==> config.mk <==
export PLATFORM = sky130hd
export DESIGN_NAME = multicycle_main_control_flat
export DESIGN_NICKNAME = d
export VERILOG_FILES = /design/src/rtl/riscv_ctrl_pkg.sv /design/src/rtl/multicycle_main_control_if.sv /design/src/rtl/multicycle_next_state.sv /design/src/rtl/multicycle_main_control.sv /design/src/flat_wrapper.sv
export SDC_FILE = /design/constraint.sdc
export NUM_CORES = 1
export LEC_CHECK = 0
export BUFFER_PORTS_ARGS = -buffer_cell sky130_fd_sc_hd__buf_2
export CAP_MARGIN = 10
export CORE_ASPECT_RATIO = 0.5
export CORE_MARGIN = 3
export CORE_UTILIZATION = 40
export DETAILED_ROUTE_END_ITERATION = 8
export GPL_TIMING_DRIVEN = 0
export SETUP_SLACK_MARGIN = 0.4
export SLEW_MARGIN = 10
export SYNTH_ARGS = -nofsm -noshare
export SYNTH_HDL_FRONTEND = slang
export SYNTH_SLANG_ARGS = --single-unit
==> constraint.sdc <==
create_clock -name clk -period 2.6 [get_ports clk]
set_input_delay 0.39 -clock clk [delete_from_list [all_inputs] [get_ports clk]]
set_output_delay 0.39 -clock clk [all_outputs]
set_load 0.1 [all_outputs]
==> src/rtl/riscv_ctrl_pkg.sv <==
// Shared constants and state type for the multicycle RISC-V main control.
// ILLEGAL_TRAP_EN adds the TRAP state to the state enum.
package riscv_ctrl_pkg;

    localparam logic [6:0] OP_R   = 7'b0110011;
    localparam logic [6:0] OP_LD  = 7'b0000011;
    localparam logic [6:0] OP_SD  = 7'b0100011;
    localparam logic [6:0] OP_BEQ = 7'b1100011;

    localparam logic [1:0] ALU_OP_ADD   = 2'b00;
    localparam logic [1:0] ALU_OP_SUB   = 2'b01;
    localparam logic [1:0] ALU_OP_FUNCT = 2'b10;

    localparam logic [1:0] SRC_B_REG  = 2'b00;
    localparam logic [1:0] SRC_B_FOUR = 2'b01;
    localparam logic [1:0] SRC_B_IMM  = 2'b10;

    typedef enum logic [3:0] {
        FETCH,
        DECODE,
        MEM_ADDR,
        MEM_READ,
        MEM_WB,
        MEM_WRITE,
        EXECUTE,
        R_WB,
        BRANCH
`ifdef ILLEGAL_TRAP_EN
        , TRAP
`endif
    } state_t;

endpackage

==> src/rtl/multicycle_main_control_if.sv <==
// Controller <-> datapath bundle: instruction/handshake inputs and control outputs.
interface multicycle_main_control_if;

    logic [6:0] opcode;
    logic       mem_ready;
    logic [1:0] alu_op;
    logic       alu_src_a;
    logic [1:0] alu_src_b;
    logic       iord;
    logic       mem_read;
    logic       mem_write;
    logic       ir_write;
    logic       pc_write;
    logic       pc_write_cond;
    logic       pc_source;
    logic       reg_write;
    logic       mem_to_reg;

    modport master (
        input  opcode, mem_ready,
        output alu_op, alu_src_a, alu_src_b, iord, mem_read, mem_write,
               ir_write, pc_write, pc_write_cond, pc_source, reg_write, mem_to_reg
    );

    modport slave (
        output opcode, mem_ready,
        input  alu_op, alu_src_a, alu_src_b, iord, mem_read, mem_write,
               ir_write, pc_write, pc_write_cond, pc_source, reg_write, mem_to_reg
    );

endinterface

==> src/rtl/multicycle_next_state.sv <==
// Combinational next-state function of the main control FSM.
// With ILLEGAL_TRAP_EN an unknown opcode in DECODE goes to TRAP, else back to FETCH.
module multicycle_next_state
    import riscv_ctrl_pkg::*;
(
    input  state_t     state,
    input  logic [6:0] opcode,
    input  logic       mem_ready,
    output state_t     next_state
);

    always_comb begin
        next_state = FETCH;
        case (state)
            FETCH:     next_state = mem_ready ? DECODE : FETCH;
            DECODE: begin
                case (opcode)
                    OP_LD, OP_SD: next_state = MEM_ADDR;
                    OP_R:         next_state = EXECUTE;
                    OP_BEQ:       next_state = BRANCH;
`ifdef ILLEGAL_TRAP_EN
                    default:      next_state = TRAP;
`else
                    default:      next_state = FETCH;
`endif
                endcase
            end
            // Only ld/sd reach MEM_ADDR, and the IR holds the opcode stable.
            MEM_ADDR:  next_state = (opcode == OP_LD) ? MEM_READ : MEM_WRITE;
            MEM_READ:  next_state = mem_ready ? MEM_WB : MEM_READ;
            MEM_WB:    next_state = FETCH;
            MEM_WRITE: next_state = mem_ready ? FETCH : MEM_WRITE;
            EXECUTE:   next_state = R_WB;
            R_WB:      next_state = FETCH;
            BRANCH:    next_state = FETCH;
`ifdef ILLEGAL_TRAP_EN
            TRAP:      next_state = TRAP;
`endif
            default:   next_state = FETCH;
        endcase
    end

endmodule

==> src/rtl/multicycle_main_control.sv <==
// Main control of the multicycle RISC-V core: state register, output decode,
// retired-instruction counter and sticky illegal flag (ILLEGAL_TRAP_EN enables the trap).
module multicycle_main_control
    import riscv_ctrl_pkg::*;
#(
    parameter int unsigned CNT_W = 32
)
(
    input  logic                     clk,
    input  logic                     reset,
    multicycle_main_control_if.master ctrl,
    output logic                     illegal_instr,
    output logic [CNT_W-1:0]         instr_count
);

    state_t state;
    state_t next_state;
    logic   retire;

    multicycle_next_state u_next_state (
        .state      (state),
        .opcode     (ctrl.opcode),
        .mem_ready  (ctrl.mem_ready),
        .next_state (next_state)
    );

    always_ff @(posedge clk) begin
        if (reset) begin
            state <= FETCH;
        end else begin
            state <= next_state;
        end
    end

    always_comb begin
        ctrl.alu_op        = ALU_OP_ADD;
        ctrl.alu_src_a     = 1'b0;
        ctrl.alu_src_b     = SRC_B_REG;
        ctrl.iord          = 1'b0;
        ctrl.mem_read      = 1'b0;
        ctrl.mem_write     = 1'b0;
        ctrl.ir_write      = 1'b0;
        ctrl.pc_write      = 1'b0;
        ctrl.pc_write_cond = 1'b0;
        ctrl.pc_source     = 1'b0;
        ctrl.reg_write     = 1'b0;
        ctrl.mem_to_reg    = 1'b0;
        if (!reset) begin
            case (state)
                FETCH: begin
                    ctrl.mem_read  = 1'b1;
                    ctrl.alu_src_b = SRC_B_FOUR;
                    ctrl.ir_write  = ctrl.mem_ready;
                    ctrl.pc_write  = ctrl.mem_ready;
                end
                DECODE: begin
                    ctrl.alu_src_b = SRC_B_IMM;
                end
                MEM_ADDR: begin
                    ctrl.alu_src_a = 1'b1;
                    ctrl.alu_src_b = SRC_B_IMM;
                end
                MEM_READ: begin
                    ctrl.mem_read = 1'b1;
                    ctrl.iord     = 1'b1;
                end
                MEM_WB: begin
                    ctrl.reg_write  = 1'b1;
                    ctrl.mem_to_reg = 1'b1;
                end
                MEM_WRITE: begin
                    ctrl.mem_write = 1'b1;
                    ctrl.iord      = 1'b1;
                end
                EXECUTE: begin
                    ctrl.alu_src_a = 1'b1;
                    ctrl.alu_op    = ALU_OP_FUNCT;
                end
                R_WB: begin
                    ctrl.reg_write = 1'b1;
                end
                BRANCH: begin
                    ctrl.alu_src_a     = 1'b1;
                    ctrl.alu_op        = ALU_OP_SUB;
                    ctrl.pc_write_cond = 1'b1;
                    ctrl.pc_source     = 1'b1;
                end
                default: ;
            endcase
        end
    end

    always_comb begin
        retire = (state == MEM_WB) || (state == R_WB) || (state == BRANCH) ||
                 ((state == MEM_WRITE) && ctrl.mem_ready);
    end

    always_ff @(posedge clk) begin
        if (reset) begin
            instr_count <= '0;
        end else if (retire) begin
            instr_count <= instr_count + CNT_W'(1);
        end
    end

`ifdef ILLEGAL_TRAP_EN
    // Registered on the DECODE->TRAP transition so the flag is high for every TRAP cycle.
    always_ff @(posedge clk) begin
        if (reset) begin
            illegal_instr <= 1'b0;
        end else if (next_state == TRAP) begin
            illegal_instr <= 1'b1;
        end
    end
`else
    assign illegal_instr = 1'b0;
`endif

endmodule
==> src/flat_wrapper.sv <==
// flat-port wrapper written by rule: the top's interface ports become plain ports
module multicycle_main_control_flat import riscv_ctrl_pkg::*;
#(
    parameter int unsigned CNT_W = 32
)
  (clk, reset, illegal_instr, instr_count, ctrl_opcode, ctrl_mem_ready, ctrl_alu_op, ctrl_alu_src_a, ctrl_alu_src_b, ctrl_iord, ctrl_mem_read, ctrl_mem_write, ctrl_ir_write, ctrl_pc_write, ctrl_pc_write_cond, ctrl_pc_source, ctrl_reg_write, ctrl_mem_to_reg);
  multicycle_main_control_if ctrl_i ();
  input  logic clk;
  input  logic reset;
  output logic illegal_instr;
  output logic [CNT_W-1:0] instr_count;
  input wire logic [$bits(ctrl_i.opcode)-1:0] ctrl_opcode;
  input wire logic [$bits(ctrl_i.mem_ready)-1:0] ctrl_mem_ready;
  output wire logic [$bits(ctrl_i.alu_op)-1:0] ctrl_alu_op;
  output wire logic [$bits(ctrl_i.alu_src_a)-1:0] ctrl_alu_src_a;
  output wire logic [$bits(ctrl_i.alu_src_b)-1:0] ctrl_alu_src_b;
  output wire logic [$bits(ctrl_i.iord)-1:0] ctrl_iord;
  output wire logic [$bits(ctrl_i.mem_read)-1:0] ctrl_mem_read;
  output wire logic [$bits(ctrl_i.mem_write)-1:0] ctrl_mem_write;
  output wire logic [$bits(ctrl_i.ir_write)-1:0] ctrl_ir_write;
  output wire logic [$bits(ctrl_i.pc_write)-1:0] ctrl_pc_write;
  output wire logic [$bits(ctrl_i.pc_write_cond)-1:0] ctrl_pc_write_cond;
  output wire logic [$bits(ctrl_i.pc_source)-1:0] ctrl_pc_source;
  output wire logic [$bits(ctrl_i.reg_write)-1:0] ctrl_reg_write;
  output wire logic [$bits(ctrl_i.mem_to_reg)-1:0] ctrl_mem_to_reg;
  assign ctrl_i.opcode = ctrl_opcode;
  assign ctrl_i.mem_ready = ctrl_mem_ready;
  assign ctrl_alu_op = ctrl_i.alu_op;
  assign ctrl_alu_src_a = ctrl_i.alu_src_a;
  assign ctrl_alu_src_b = ctrl_i.alu_src_b;
  assign ctrl_iord = ctrl_i.iord;
  assign ctrl_mem_read = ctrl_i.mem_read;
  assign ctrl_mem_write = ctrl_i.mem_write;
  assign ctrl_ir_write = ctrl_i.ir_write;
  assign ctrl_pc_write = ctrl_i.pc_write;
  assign ctrl_pc_write_cond = ctrl_i.pc_write_cond;
  assign ctrl_pc_source = ctrl_i.pc_source;
  assign ctrl_reg_write = ctrl_i.reg_write;
  assign ctrl_mem_to_reg = ctrl_i.mem_to_reg;
  multicycle_main_control #(.CNT_W(CNT_W)) u_core (.clk(clk), .reset(reset), .ctrl(ctrl_i), .illegal_instr(illegal_instr), .instr_count(instr_count));
endmodule
==> results.md <==
* Largest family of logic cells by synthesized area: simple AND/OR/NAND/NOR gates
* Core area at 4530 um^2
* R2R depth at 6
* First-pass GRT wire length at slightly above 8000 um
* WP data required at 2.21 ns
* Critical Path End Type: output pin
* DRC errors left at 0
* Total wire length at 4820 um
* DIE AREA at around 5800 um^2
* CP max stage delay at around 0.45 ns
* Compound-Gate Fraction of Synth Area at 0.0971
* Synth warnings at 0
* Unique cell type count in the Yosys netlist at 38
* Min Tclk post-route at between 2 and 2.5 ns
* RSZ-0062 raised after global routing: true
* Crit Path Max Fanout at 10
* Post-Syn Instances at around 250
* Total number of vias at 1920
* Top FF cell, synth: dfxtp_1
* Power per cell area at between 300 and 400 nW/um^2
* Synth-to-layout area growth at 35.8%
* First-pass DRT Iterations at 4
* IO Pins at 57
* Fin area at between 2000 and 3000 um^2
* Startpoint class of the critical path: flop
* Worst vdd ir at roughly 0.00021 V
* Max Freq at approximately 0.46 GHz
* Multiplexer share of the synthesized area at 0.00514
* Routed vias/inst at 5.11
* Clock tree buffer depth at 2
* CTS Buf Count at 5
* Post-Synth Adder-Cell Area at 0.00643
* Vias in the first global route at 1790
* Worst Hold Slack at about 0.32 ns
* Area post-placement at approximately 2500 um^2
* Xor/xnor share of the synthesized area at 0.108
* Relative slew slack at 0.638
* Reg2reg end: u_core.instr_count[16]
* Mapped Area at ~1900 um^2
* Gpl congestion at 0.741
* Layout cells sized above 1 at 0.377
* Clock skew at around 0.011 ns
* # nets final at 320
* Clock root cell: clkbuf_8
* Yosys top cell area share at 0.370
* Final setup fails at 0
* Final Cycle Share at 0.830
* Synth Register Bits at 36
* Synth area leader: dfxtp_1
* Fin cells at 376
* CP Launch Point: u_core.state[2]
* Worst-Margin Slew at approximately 0.54 ns
* Critical Path, Cell by Cell: buf_4 -> or3_4 -> nor3_4 -> buf_2
* CP endpoint: ctrl_alu_src_b[0]
* Power Total at slightly above 1 mW
* Worst slack at placement at 0.353 ns
* Simple-gate share of the synthesized area at 0.363
* Endpoints failing hold at 0
* Outcome: finished clean
* Dominant cells by area after synthesis: dfxtp_1, nor2_1, xnor2_1
* Sequential area share after synthesis at 0.370
* Syn Nets at between 200 and 300
* FF-to-FF Start: u_core.state[3]
* Synthesized area per cell at 7.88 um^2
* Worst-Skew Late Latency at about 0.29 ns
* Critical path class: reg -> out
* Placed cells at 367
* Share of flip-flops with an asynchronous set or reset at 0
* Final worst slack at about 0.44 ns
* Leakage power at 1.04 nW
* Hold Path Class: in -> reg
* Ant. Diodes at 0
* Antenna Violating Nets Remaining at 0
* Largest net degree at the start of global routing at 12
* Wire per inst at approximately 13 um
* # rows at 17
* Slew Viols, Final at 0
* Total gr overflow at 0
* Die W at between 100 and 150 um
* Initial antenna violation count at 0
* Commonest cells after routing, fill and taps aside: buf_2, nor2_1, nand2_1
* H-tree depth at 2
* TritonCTS clock tree: yes
* EDFF count, synth at 0
* Sink Count at 36
* First-iteration detailed-routing DRC count at 57
* Die H at ~55 um
* Clk pin slew, worst setup/hold paths at roughly 0.070 ns
* Port Buffer Count at 54
* Worst Path Arrival at about 1.8 ns
* Util after Layout at 0.583
* Final HPWL DP at approximately 3500 um
* Setup TNS at 0 ns
* R2r setup slk at around 0.47 ns
* # Max-Cap Violations at 0
* Initial core utilization at 0.429
* CP max-delay cell: buf_2
* Gr usage total at 0.170
* Leading cell type in the layout, fill and taps excluded: buf_2
==> metal layers <==
| layer | wire [um] | part of all wire | vias to the layer above | track usage |
|---|---|---|---|---|
| li1 | - | - | 992 | - |
| met1 | 2400 | 0.50 | 890 | 0.234 |
| met2 | 2210 | 0.46 | 35 | 0.274 |
| met3 | 201 | 0.042 | 3 | 0.0397 |
| met4 | 11 | 0.0023 | 0 | 0.0355 |
| met5 | 0 | 0 | - | 0 |
==> worst max-delay path, delay by kind of cell, from the launching register on <==
kind                   cells  cell delay (ns)
DFF                        1             0.32
and+or+nand+nor            2             0.54
buffers and inverters      2             0.62
==> report_power, final <==
part           internal, mW  switching (mW)  leakage [nW]  total, mW
sequential            0.538         0.00152         0.306      0.540
clock                 0.188           0.193        0.0422      0.381
combinational        0.0336          0.0754         0.689      0.109
total                 0.760           0.269          1.04       1.03
==> flip-flops by register name, summed over array words and instances (netlist names) <==
signal,count
u_core.instr_count,32
u_core.state,4
==> cells by family (layout without fill, tap and decap cells) <==
group                    count (synthesis)  count (layout)
multiplexers                             1               1
adder cells (fa/ha/maj)                  1               1
AND/OR/NAND/NOR                        133             133
AO/OA/AOI/OAI                           30              30
XOR/XNOR                                24              24
other                                    1               1
flip-flops                              36              36
buffers and inverters                   21              84
==> worst min-delay path by stage <==
stage | startpoint | to | slack, ns | depth (start not counted)
3_3_place_gp | u_core.instr_count[31] | u_core.instr_count[31] | 0.47 | 2
2_1_floorplan | ctrl_opcode[4] | u_core.state[3] | 0.47 | 1
6_report | reset | u_core.instr_count[24] | 0.32 | 2
5_1_grt | reset | u_core.instr_count[24] | 0.31 | 2
3_5_place_dp | u_core.instr_count[1] | u_core.instr_count[1] | 0.49 | 2
4_1_cts | reset | u_core.instr_count[24] | 0.31 | 2
==> timing repair <==
action	CTS	global route
pin swaps	0	3
hold buffers	0	0
endpoints found under the setup margin	12	23
setup buffers	0	1
resized for setup	14	21
==> cells in the mapped netlist (2+ instances only) <==
master	instances
or3_1	7
buf_2	2
and4_1	2
o21ai_0	9
nor4_1	9
xnor2_1	14
nor3_1	13
dfxtp_1	36
or2_2	2
nand3_1	10
nand4_1	11
clkbuf_1	10
o31ai_1	2
and3_1	5
nand2_1	20
xor2_1	10
nor2b_1	2
nor2_1	37
and2_1	3
o31a_1	3
buf_4	3
nor3b_1	2
a21oi_1	12
or4_1	3
nand2b_1	3
inv_1	5
==> cell type report <==
cell class                      count  area (um^2)
Clock inverter                      1         5.00
Inverter                            5         18.8
Sequential cell                    36          782
Timing Repair Buffer               55          337
Clock buffer                        7         76.3
Multi-Input combinational cell    190         1220
Fill cell                         448         1890
Tap cell                           66         82.6
Buffer                             16          119
Note: power is estimated with default switching activity, not from simulation.
